## config.mk

```make
export PLATFORM = sky130hd
export DESIGN_NAME = l1_cache_dm_flat
export DESIGN_NICKNAME = d
export VERILOG_FILES = /design/src/rtl/l1_cache_dm_if.sv /design/src/rtl/l1_cache_dm.sv /design/src/flat_wrapper.sv
export SDC_FILE = /design/constraint.sdc
export NUM_CORES = 2
export LEC_CHECK = 0
export CAP_MARGIN = 20
export CORE_UTILIZATION = 66
export CTS_BUF_LIST = sky130_fd_sc_hd__clkbuf_8
export DETAILED_ROUTE_END_ITERATION = 12
export MAX_ROUTING_LAYER = met4
export PLACE_DENSITY = 0.83
export SYNTH_ARGS = -nofsm -noshare
export SYNTH_HDL_FRONTEND = slang
export SYNTH_SLANG_ARGS = --single-unit
```

## constraint.sdc

```tcl
create_clock -name clk -period 15.4 [get_ports clk]
set_clock_uncertainty 0.15 [all_clocks]
set_input_delay 3.08 -clock clk [delete_from_list [all_inputs] [get_ports clk]]
set_output_delay 3.08 -clock clk [all_outputs]
set_load 0.005 [all_outputs]
```

## src/rtl/l1_cache_dm_if.sv

```systemverilog
// l1_cache_dm_if: core load/store port and backing-memory port
// of the direct-mapped L1 cache, bundled with master/slave views.
interface l1_cache_dm_if #(
  parameter int ADDR_WIDTH = 32,
  parameter int DATA_WIDTH = 32
);
  logic                  read_enable;
  logic                  write_enable;
  logic [ADDR_WIDTH-1:0] address;
  logic [DATA_WIDTH-1:0] data_in;
  logic                  flush;
  logic [DATA_WIDTH-1:0] data_out;
  logic                  done;
  logic                  cache_ready;
  logic                  mem_read_enable;
  logic                  mem_write_enable;
  logic [ADDR_WIDTH-1:0] mem_address;
  logic [DATA_WIDTH-1:0] mem_data_in;
  logic [DATA_WIDTH-1:0] mem_data_out;
  logic                  mem_ready;

  modport master (
    output read_enable, write_enable, address, data_in, flush,
    output mem_data_out, mem_ready,
    input  data_out, done, cache_ready,
    input  mem_read_enable, mem_write_enable, mem_address, mem_data_in
  );

  modport slave (
    input  read_enable, write_enable, address, data_in, flush,
    input  mem_data_out, mem_ready,
    output data_out, done, cache_ready,
    output mem_read_enable, mem_write_enable, mem_address, mem_data_in
  );
endinterface

```

## src/rtl/l1_cache_dm.sv

```systemverilog
// l1_cache_dm: direct-mapped, write-through, no-write-allocate L1.
// Caches ROM/RAM regions only; other regions bypass to memory.
module l1_cache_dm #(
  parameter int INDEX_WIDTH   = 6,
  parameter int ADDR_WIDTH    = 32,
  parameter int DATA_WIDTH    = 32,
  parameter int SELECT_WIDTH  = 8,
  parameter logic [SELECT_WIDTH-1:0] ROM_SELECT = 8'h00,
  parameter logic [SELECT_WIDTH-1:0] RAM_SELECT = 8'h01,
  parameter int COUNTER_WIDTH = 16
) (
  input  logic                     clk,
  input  logic                     reset_n,
  l1_cache_dm_if.slave             bus,
  output logic [COUNTER_WIDTH-1:0] hit_count,
  output logic [COUNTER_WIDTH-1:0] miss_count
);
  localparam int LINES = 2 ** INDEX_WIDTH;
  localparam int WW    = ADDR_WIDTH - 2;
  localparam int TW    = ADDR_WIDTH - INDEX_WIDTH - 2;

  typedef enum logic [2:0] {
    IDLE, LOOKUP, MEM_READ, MEM_WRITE, RESPOND
  } state_t;

  state_t state, state_nx;

  logic [WW-1:0]         req_word;
  logic [DATA_WIDTH-1:0] req_data;
  logic                  req_write;
  logic [DATA_WIDTH-1:0] rdata;
  logic [LINES-1:0]      valid;
  logic [TW-1:0]         tags  [LINES];
  logic [DATA_WIDTH-1:0] lines [LINES];

  logic [INDEX_WIDTH-1:0]  idx;
  logic [TW-1:0]           tag;
  logic [SELECT_WIDTH-1:0] sel;
  logic is_rom, is_ram, cacheable, hit;
  logic accept, flush_go, lookup_rd, fill, wr_hit;
  logic unused_addr_lsb;

  assign unused_addr_lsb = ^bus.address[1:0];

  assign idx       = req_word[INDEX_WIDTH-1:0];
  assign tag       = req_word[WW-1:INDEX_WIDTH];
  assign sel       = req_word[WW-1 -: SELECT_WIDTH];
  assign is_rom    = (sel == ROM_SELECT);
  assign is_ram    = (sel == RAM_SELECT);
  assign cacheable = is_rom | is_ram;
  assign hit       = valid[idx] && (tags[idx] == tag) && cacheable;

  assign flush_go  = (state == IDLE) && bus.flush;
  assign accept    = (state == IDLE) && !bus.flush &&
                     (bus.read_enable || bus.write_enable);
  assign lookup_rd = (state == LOOKUP) && !req_write;
  assign fill      = (state == MEM_READ) && bus.mem_ready && cacheable;
  assign wr_hit    = (state == LOOKUP) && req_write && is_ram && hit;

  always_comb begin
    state_nx = state;
    unique case (state)
      IDLE:      if (accept) state_nx = LOOKUP;
      LOOKUP: begin
        if (req_write) state_nx = is_rom ? RESPOND : MEM_WRITE;
        else           state_nx = hit ? RESPOND : MEM_READ;
      end
      MEM_READ:  if (bus.mem_ready) state_nx = RESPOND;
      MEM_WRITE: if (bus.mem_ready) state_nx = RESPOND;
      RESPOND:   state_nx = IDLE;
      default:   state_nx = IDLE;
    endcase
  end

  always_ff @(posedge clk) begin
    if (!reset_n) begin
      state      <= IDLE;
      valid      <= '0;
      req_word   <= '0;
      req_data   <= '0;
      req_write  <= 1'b0;
      rdata      <= '0;
      hit_count  <= '0;
      miss_count <= '0;
    end else begin
      state <= state_nx;
      if (accept) begin
        req_word  <= bus.address[ADDR_WIDTH-1:2];
        req_data  <= bus.data_in;
        req_write <= bus.write_enable;
      end
      if (flush_go) valid <= '0;
      if (fill) valid[idx] <= 1'b1;
      if (lookup_rd && hit) begin
        rdata <= lines[idx];
        if (hit_count != '1)
          hit_count <= hit_count + COUNTER_WIDTH'(1);
      end
      if (lookup_rd && !hit && cacheable && miss_count != '1)
        miss_count <= miss_count + COUNTER_WIDTH'(1);
      if (state == MEM_READ && bus.mem_ready)
        rdata <= bus.mem_data_out;
    end
  end

  // Line data and tags carry no reset; valid bits gate their use.
  always_ff @(posedge clk) begin
    if (fill) begin
      lines[idx] <= bus.mem_data_out;
      tags[idx]  <= tag;
    end else if (wr_hit) begin
      lines[idx] <= req_data;
    end
  end

  assign bus.data_out         = rdata;
  assign bus.done             = (state == RESPOND);
  assign bus.cache_ready      = reset_n && (state == IDLE);
  assign bus.mem_read_enable  = (state == MEM_READ);
  assign bus.mem_write_enable = (state == MEM_WRITE);
  assign bus.mem_address      = {2'b00, req_word};
  assign bus.mem_data_in      = req_data;
endmodule

```

## src/flat_wrapper.sv

```systemverilog
// flat-port wrapper written by rule: the top's interface ports become plain ports
module l1_cache_dm_flat 
#(
  parameter int INDEX_WIDTH   = 6,
  parameter int ADDR_WIDTH    = 32,
  parameter int DATA_WIDTH    = 32,
  parameter int SELECT_WIDTH  = 8,
  parameter logic [SELECT_WIDTH-1:0] ROM_SELECT = 8'h00,
  parameter logic [SELECT_WIDTH-1:0] RAM_SELECT = 8'h01,
  parameter int COUNTER_WIDTH = 16
)
  (clk, reset_n, hit_count, miss_count, bus_read_enable, bus_write_enable, bus_address, bus_data_in, bus_flush, bus_mem_data_out, bus_mem_ready, bus_data_out, bus_done, bus_cache_ready, bus_mem_read_enable, bus_mem_write_enable, bus_mem_address, bus_mem_data_in);
  l1_cache_dm_if #(.ADDR_WIDTH(ADDR_WIDTH), .DATA_WIDTH(DATA_WIDTH)) bus_i ();
  input  logic clk;
  input  logic reset_n;
  output logic [COUNTER_WIDTH-1:0] hit_count;
  output logic [COUNTER_WIDTH-1:0] miss_count;
  input wire logic [$bits(bus_i.read_enable)-1:0] bus_read_enable;
  input wire logic [$bits(bus_i.write_enable)-1:0] bus_write_enable;
  input wire logic [$bits(bus_i.address)-1:0] bus_address;
  input wire logic [$bits(bus_i.data_in)-1:0] bus_data_in;
  input wire logic [$bits(bus_i.flush)-1:0] bus_flush;
  input wire logic [$bits(bus_i.mem_data_out)-1:0] bus_mem_data_out;
  input wire logic [$bits(bus_i.mem_ready)-1:0] bus_mem_ready;
  output wire logic [$bits(bus_i.data_out)-1:0] bus_data_out;
  output wire logic [$bits(bus_i.done)-1:0] bus_done;
  output wire logic [$bits(bus_i.cache_ready)-1:0] bus_cache_ready;
  output wire logic [$bits(bus_i.mem_read_enable)-1:0] bus_mem_read_enable;
  output wire logic [$bits(bus_i.mem_write_enable)-1:0] bus_mem_write_enable;
  output wire logic [$bits(bus_i.mem_address)-1:0] bus_mem_address;
  output wire logic [$bits(bus_i.mem_data_in)-1:0] bus_mem_data_in;
  assign bus_i.read_enable = bus_read_enable;
  assign bus_i.write_enable = bus_write_enable;
  assign bus_i.address = bus_address;
  assign bus_i.data_in = bus_data_in;
  assign bus_i.flush = bus_flush;
  assign bus_i.mem_data_out = bus_mem_data_out;
  assign bus_i.mem_ready = bus_mem_ready;
  assign bus_data_out = bus_i.data_out;
  assign bus_done = bus_i.done;
  assign bus_cache_ready = bus_i.cache_ready;
  assign bus_mem_read_enable = bus_i.mem_read_enable;
  assign bus_mem_write_enable = bus_i.mem_write_enable;
  assign bus_mem_address = bus_i.mem_address;
  assign bus_mem_data_in = bus_i.mem_data_in;
  l1_cache_dm #(.INDEX_WIDTH(INDEX_WIDTH), .ADDR_WIDTH(ADDR_WIDTH), .DATA_WIDTH(DATA_WIDTH), .SELECT_WIDTH(SELECT_WIDTH), .ROM_SELECT(ROM_SELECT), .RAM_SELECT(RAM_SELECT), .COUNTER_WIDTH(COUNTER_WIDTH)) u_core (.clk(clk), .reset_n(reset_n), .bus(bus_i), .hit_count(hit_count), .miss_count(miss_count));
endmodule
```

* Word level (Yosys, flattened, before mapping) *
Memory sizes are Yosys's and may differ from the RTL's. A register that Yosys moved wholly into a read port is not among the register bits.
Index checks and enable logic that the tools add are counted.

cells by class
  add/subtract/negate cells = 2
  magnitude comparators = 2
  equality and inequality tests = 10
  mux-type cells = 25
  bitwise gates (word level) = 3
  reduce and logical (&&, ||, !) cells = 27

operator list
  kind                                                                                 number
  64-bit two-way mux                                                                   3
  32-bit two-way mux                                                                   3
  64-bit OR                                                                            1
  16-bit by 1-bit adder with 16-bit output, second input constant                      2
  16-bit != test, second input constant                                                2
  24-bit == test                                                                       1
  6-bit two-way mux                                                                    4
  1-bit logical AND                                                                    17
  3-bit two-way mux                                                                    5
  3-bit one-hot mux with 3 select lines                                                1
  8-bit by 1-bit == test with 1-bit output, second input constant                      1
  8-bit zero test                                                                      1
  6-bit by 7-bit less-than comparator with 1-bit output, second input constant         1
  1-bit two-way mux                                                                    7
  1-bit binary-select mux with 6-bit select                                            1
  1-bit demux with 6-bit select                                                        1
  3-bit by 2-bit == test with 1-bit output, second input constant                      2
  6-bit by 1-bit greater-or-equal comparator with 1-bit output, second input constant  1
  2-bit by 1-bit != test with 1-bit output, second input constant                      2
  2-bit AND reduction                                                                  2
  3-bit by 1-bit == test with 1-bit output, second input constant                      1
  3-bit == test, second input constant                                                 1
  1-bit zero test                                                                      3
  3-bit zero test                                                                      1
  4 further kinds                                                                      5

storage, ports and cells
  register bits = 194
  bits in writable memories = 3,584
  word-level logic and storage cells = 79
  memories kept = 2

memory list
  memory        depth  width  rd ports  clocked after Yosys merged registers in  wr ports  line               RTL
  u_core.lines  64     32     1         1                                        1         l1_cache_dm.sv:34  logic [DATA_WIDTH-1:0] lines [LINES];
  u_core.tags   64     24     1         1                                        1         l1_cache_dm.sv:33  logic [TW-1:0] tags [LINES];

* Logic depth before layout (Yosys ltp) *
  depth after elaboration = 9
  gate-level depth with buffers = 21
  mapped depth without buffers = 11

* Worst setup path after synthesis *
Ideal clock, no wire load.

  kind = input -> output
  start point = in reset_n
  end point = out bus_cache_ready
  arrival = 3,315 ps
  data required time = 12,170 ps
  slack = 8,855 ps
  stages on the path = 2
  path buffers = 0
  path through = nand2b_1 -> nor3_1

between the ends
  cells in the longest elaborated chain, start to end = 1

ends and longest elaborated chain
  what               line                RTL
  from (decl)        flat_wrapper.sv:15  input logic reset_n;
  1-bit logical AND  l1_cache_dm.sv:118  assign bus.cache_ready = reset_n && (state == IDLE);
  to (decl)          flat_wrapper.sv:27  output wire logic [$bits(bus_i.cache_ready)-1:0] bus_cache_ready;

Every way passes these cells.

==> run summary <==
The required time of the worst setup path is 15.97 ns. The fraction of the mapped netlist area in simple logic gates is 2.69%. The area enclosed by the die boundary came out at 224000 sq um.

Of the post-synthesis cell area, the part taken by muxes is 17.0%. The global router's overall resource usage is 39.6%. The area added between synthesis and finish is 12.1%. After synthesis, the largest family of logic cells by area is multiplexers. The ratio of cells with drive above 1 in the final layout is 26.2%. The initial antenna violation count came out at 14. The worst slew margin relative to its limit came out at 14.7%. The clock-pin slew on the worst setup and hold paths is around 0.06 ns. The library cell used most frequently in the layout, excluding fill and tap cells, is sky130_fd_sc_hd__edfxtp_1. The worst path uses 57.1% of the clock period.

The number of standard cells after synthesis came out at 6967. The internal power component came out at 15700 uW. The number of enable flip-flop cells after synthesis came out at around 3600. The first TritonRoute pass finished after 7 iterations. The combinational cell fraction of total power is 6.4%. The clock network latency to the later pin of the worst-skew pair is 1.12 ns. The area of the core region is between 200000 and 250000 sq um.

The number of post-CTS setup repair buffers came out at 0. After Yosys synthesis, XOR and XNOR cells account for less than 1% of the synthesized area. The critical path goes through buf_12, buf_4, nand2b_1, o22ai_1, o311ai_1, buf_4, nor3_1, xor2_1, or4_4, or4_4, nor4_4, buf_4, o21bai_2, nor2_4, buf_4. The number of instances resized during post-cts repair is 0.

Clock tree synthesis selected as its root buffer the cell sky130_fd_sc_hd__clkbuf_8. The count of yosys warnings during synthesis came out at 0. The clock power share is 38.3%. Net switching is 23.4% of the power. The worst slack after detailed placement is 7.01 ns. The global-route wire length before repair came out at 589000 microns. In the routed design, unresolved DRC markers number 0. The number of ports placed on the die boundary came out at roughly 230.

By instance count, the cell type seen most on the critical path is sky130_fd_sc_hd__buf_4. The number of failing hold endpoints at the final stage is 0. The number of storage elements in the synthesis netlist is 3784. The compound-cell area share of the yosys netlist is 2.49%. The count of nets after finishing came out at 7758. The via density per instance is 7.41.

Sequential cells account for about 55% of the total power. The max capacitance violation total came out at 0. The synthesized netlist devotes 0.0171% of its cell area to adder and majority cells. The detailed-route wire length per cell came out at ~40 microns. The number of DRC violations after detailed-routing iteration 0 came out at 14255. The slowest stage of the critical path belongs to the cell sky130_fd_sc_hd__nand2b_1.

The number of distinct library cells after synthesis is 83. The maximum clock rate came out at ~0.11 GHz. The total chip power came out at a little over 20000 uW. The top cell types in the final layout, fill and taps aside, are sky130_fd_sc_hd__edfxtp_1 (3584), sky130_fd_sc_hd__mux4_2 (904), sky130_fd_sc_hd__clkbuf_8 (628), sky130_fd_sc_hd__mux2i_1 (378), sky130_fd_sc_hd__nand2_1 (268).

The initialized floorplan defines 172 standard-cell rows. A synthesized cell averages 21.0 sq um. The delay of the slowest cell on the worst path came out at 0.88 ns. Setup repair after global routing left no endpoint under its margin. The chip width came out at 473 microns. The chip height is 473 microns. The placed standard-cell area is 153000 sq um. TritonCTS built the clock tree. After synthesis, flip-flops and latches occupy 76.3% of the total area. Clock tree synthesis inserted a total of between 500 and 600 buffers.

Once routing completed, OpenROAD measured the worst setup slack at 6.61 ns. The count of filler cells inserted in the layout is 11075. The flow ran to the end, and the final reports show no timing, DRC or antenna violations. The number of buffers on the longest clock path came out at 4.

In the synthesized netlist the dominant register cell turns out to be sky130_fd_sc_hd__edfxtp_1. Grouping stages by cell kind, the critical path spends the most delay in simple AND/OR/NAND/NOR gates. The clock period minus final worst setup slack is 8.79 ns. The measured slew at the worst slew-check pin came out at roughly 1.3 ns. The kind of path behind the tightest hold check is flip-flop to flip-flop. The post-route antenna net violation count is 0. The top fanout value on the critical path is 103. The reported net switching power is around 4800 uW. The global placer's final weighted congestion came out at approximately 0.95. The worst-case IR drop observed on VDD is 0.000120 V. The total count of max-transition violations in the final report is 0. The post-synthesis async set-or-reset flop share came out at 0%. The number of buffers inserted for hold repair after clock tree synthesis is 0. The worst path arrival time came out at around 9.4 ns. The total overflow reported by the global router came out at 0. The via count of the first global-routing pass was between 80000 and 90000. The count of input and output buffers is ~230. The H-tree depth came out at 6.

The clock sink total came out at ~3800. Entering global routing, the biggest net connects 129 pins. The total vias in the final route is 81930.

The finished cells cover 164000 sq um. The setup path with the least slack is of type flip-flop to flip-flop. The final count of negative-setup-slack endpoints came out at 0.

The critical path contains buffers and inverters numbering 5 combined. The power per unit of standard cell area is 125 nW/um^2. The worst setup path is launched from a flip-flop.

The half-perimeter wire length after detailed placement is 241000 microns. The leakage dissipation is 0.0500 uW. STA classifies the critical path endpoint as a flip-flop.

The total negative setup slack came out at 0 ns. The initial utilization of the core area, before any placement, comes to 66.5%. The total wire length came out at approximately 440000 microns. The mapped netlist covers between 100000 and 150000 sq um.
[state kept, by name, indices dropped and copies added, names as in the netlist, named ones only]
| name | count |
|---|---|
| u_core.lines | 2048 |
| u_core.state | 3 |
| u_core.hit_count | 16 |
| u_core.tags | 1536 |
| u_core.bus.data_out | 32 |
| u_core.bus.mem_data_in | 32 |
| u_core.req_write | 1 |
| u_core.valid | 64 |
| u_core.req_word | 30 |
| u_core.miss_count | 16 |
[through the flow]
| stage | std cells | utilization, % | hold WS (ns) |
|---|---|---|---|
| 5_1_grt | 11050 | 74.6 | 0.350 |
| 6_report | 11060 | 74.6 | 0.311 |
| 2_1_floorplan | 6968 | - | 0.298 |
| 4_1_cts | 11022 | 74.5 | 0.313 |
| 3_5_place_dp | 10002 | 69.7 | 0.304 |
| 3_3_place_gp | 9998 | 69.6 | 0.297 |
[per-layer routing]
| metal | GRT usage, % | part of all wire, % | vias up |
|---|---|---|---|
| met5 | - | 0 | - |
| met4 | 29.6 | 9.6 | 0 |
| met3 | 10.4 | 14 | 2181 |
| met2 | 60.0 | 47 | 8441 |
| met1 | 45.9 | 30 | 40850 |
| li1 | - | - | 30458 |
[worst min-delay path, delay by kind of cell, from the launching register on]
family           cells  cell delay, ns
flip-flops           1            0.32
AND/OR/NAND/NOR      1            0.05
AO/OA/AOI/OAI        1            0.05
[cell type report]
class                      instances  area, sq um  share of cell area, %
sequential                      3784       112000                   68.1
multi-input combinational       2778        33500                   20.4
clock buffer                     628         8640                   5.27
timing repair buffer             487         4560                   2.78
tap                             2958         3700                   2.26
clock inverter                   392         1900                   1.16
antenna                           23         57.6                 0.0351
inverter                          10         43.8                 0.0267
[cells by family after synthesis]
logic type               Yosys count
AND/OR/NAND/NOR                  839
buffers and inverters            406
other                              1
flip-flops                      3784
adder cells (fa/ha/maj)            2
AO/OA/AOI/OAI                    573
multiplexers                    1339
XOR/XNOR                          23
[power groups by stage]
| stage | clock network, uW | registers [uW] | logic, uW |
|---|---|---|---|
| after global routing | 8240 | 11300 | 1320 |
| after CTS | 7760 | 11300 | 1250 |
| after global placement | 0 | 11500 | 1190 |
| final | 7830 | 11300 | 1300 |
| after floorplan | 0 | 11600 | 745 |
| after detailed placement | 0 | 11600 | 1240 |
[synthesized netlist by cell type (all sizes together), types with 21 or more instances]
master / n / area share, %
edfxtp: 3584 / 74
mux4: 911 / 14
mux2i: 378 / 2.6
nand2: 271 / 0.70
nor2: 254 / 0.65
buf: 215 / 0.89
a21oi: 214 / 0.73
dfxtp: 200 / 2.7
clkbuf: 181 / 0.46
a22oi: 103 / 0.53
nand3: 92 / 0.31
o21ai: 81 / 0.28
mux2: 50 / 0.38
nand4: 33 / 0.14
nor2b: 33 / 0.14
o22ai: 27 / 0.12
nor3: 22 / 0.075
nand2b: 21 / 0.090
[worst paths after layout]
check,start,slack (ns),cells after the start,endpoint
setup / recovery,flip-flop,6.61,15,u_core.lines[12][31]
hold / removal,u_core.req_word[22],0.31,2,u_core.req_word[22]
setup reg to reg,flip-flop,6.61,15,u_core.lines[12][31]
hold reg to reg,u_core.req_word[22],0.31,2,u_core.req_word[22]
Note: power is estimated with default switching activity, not from simulation.
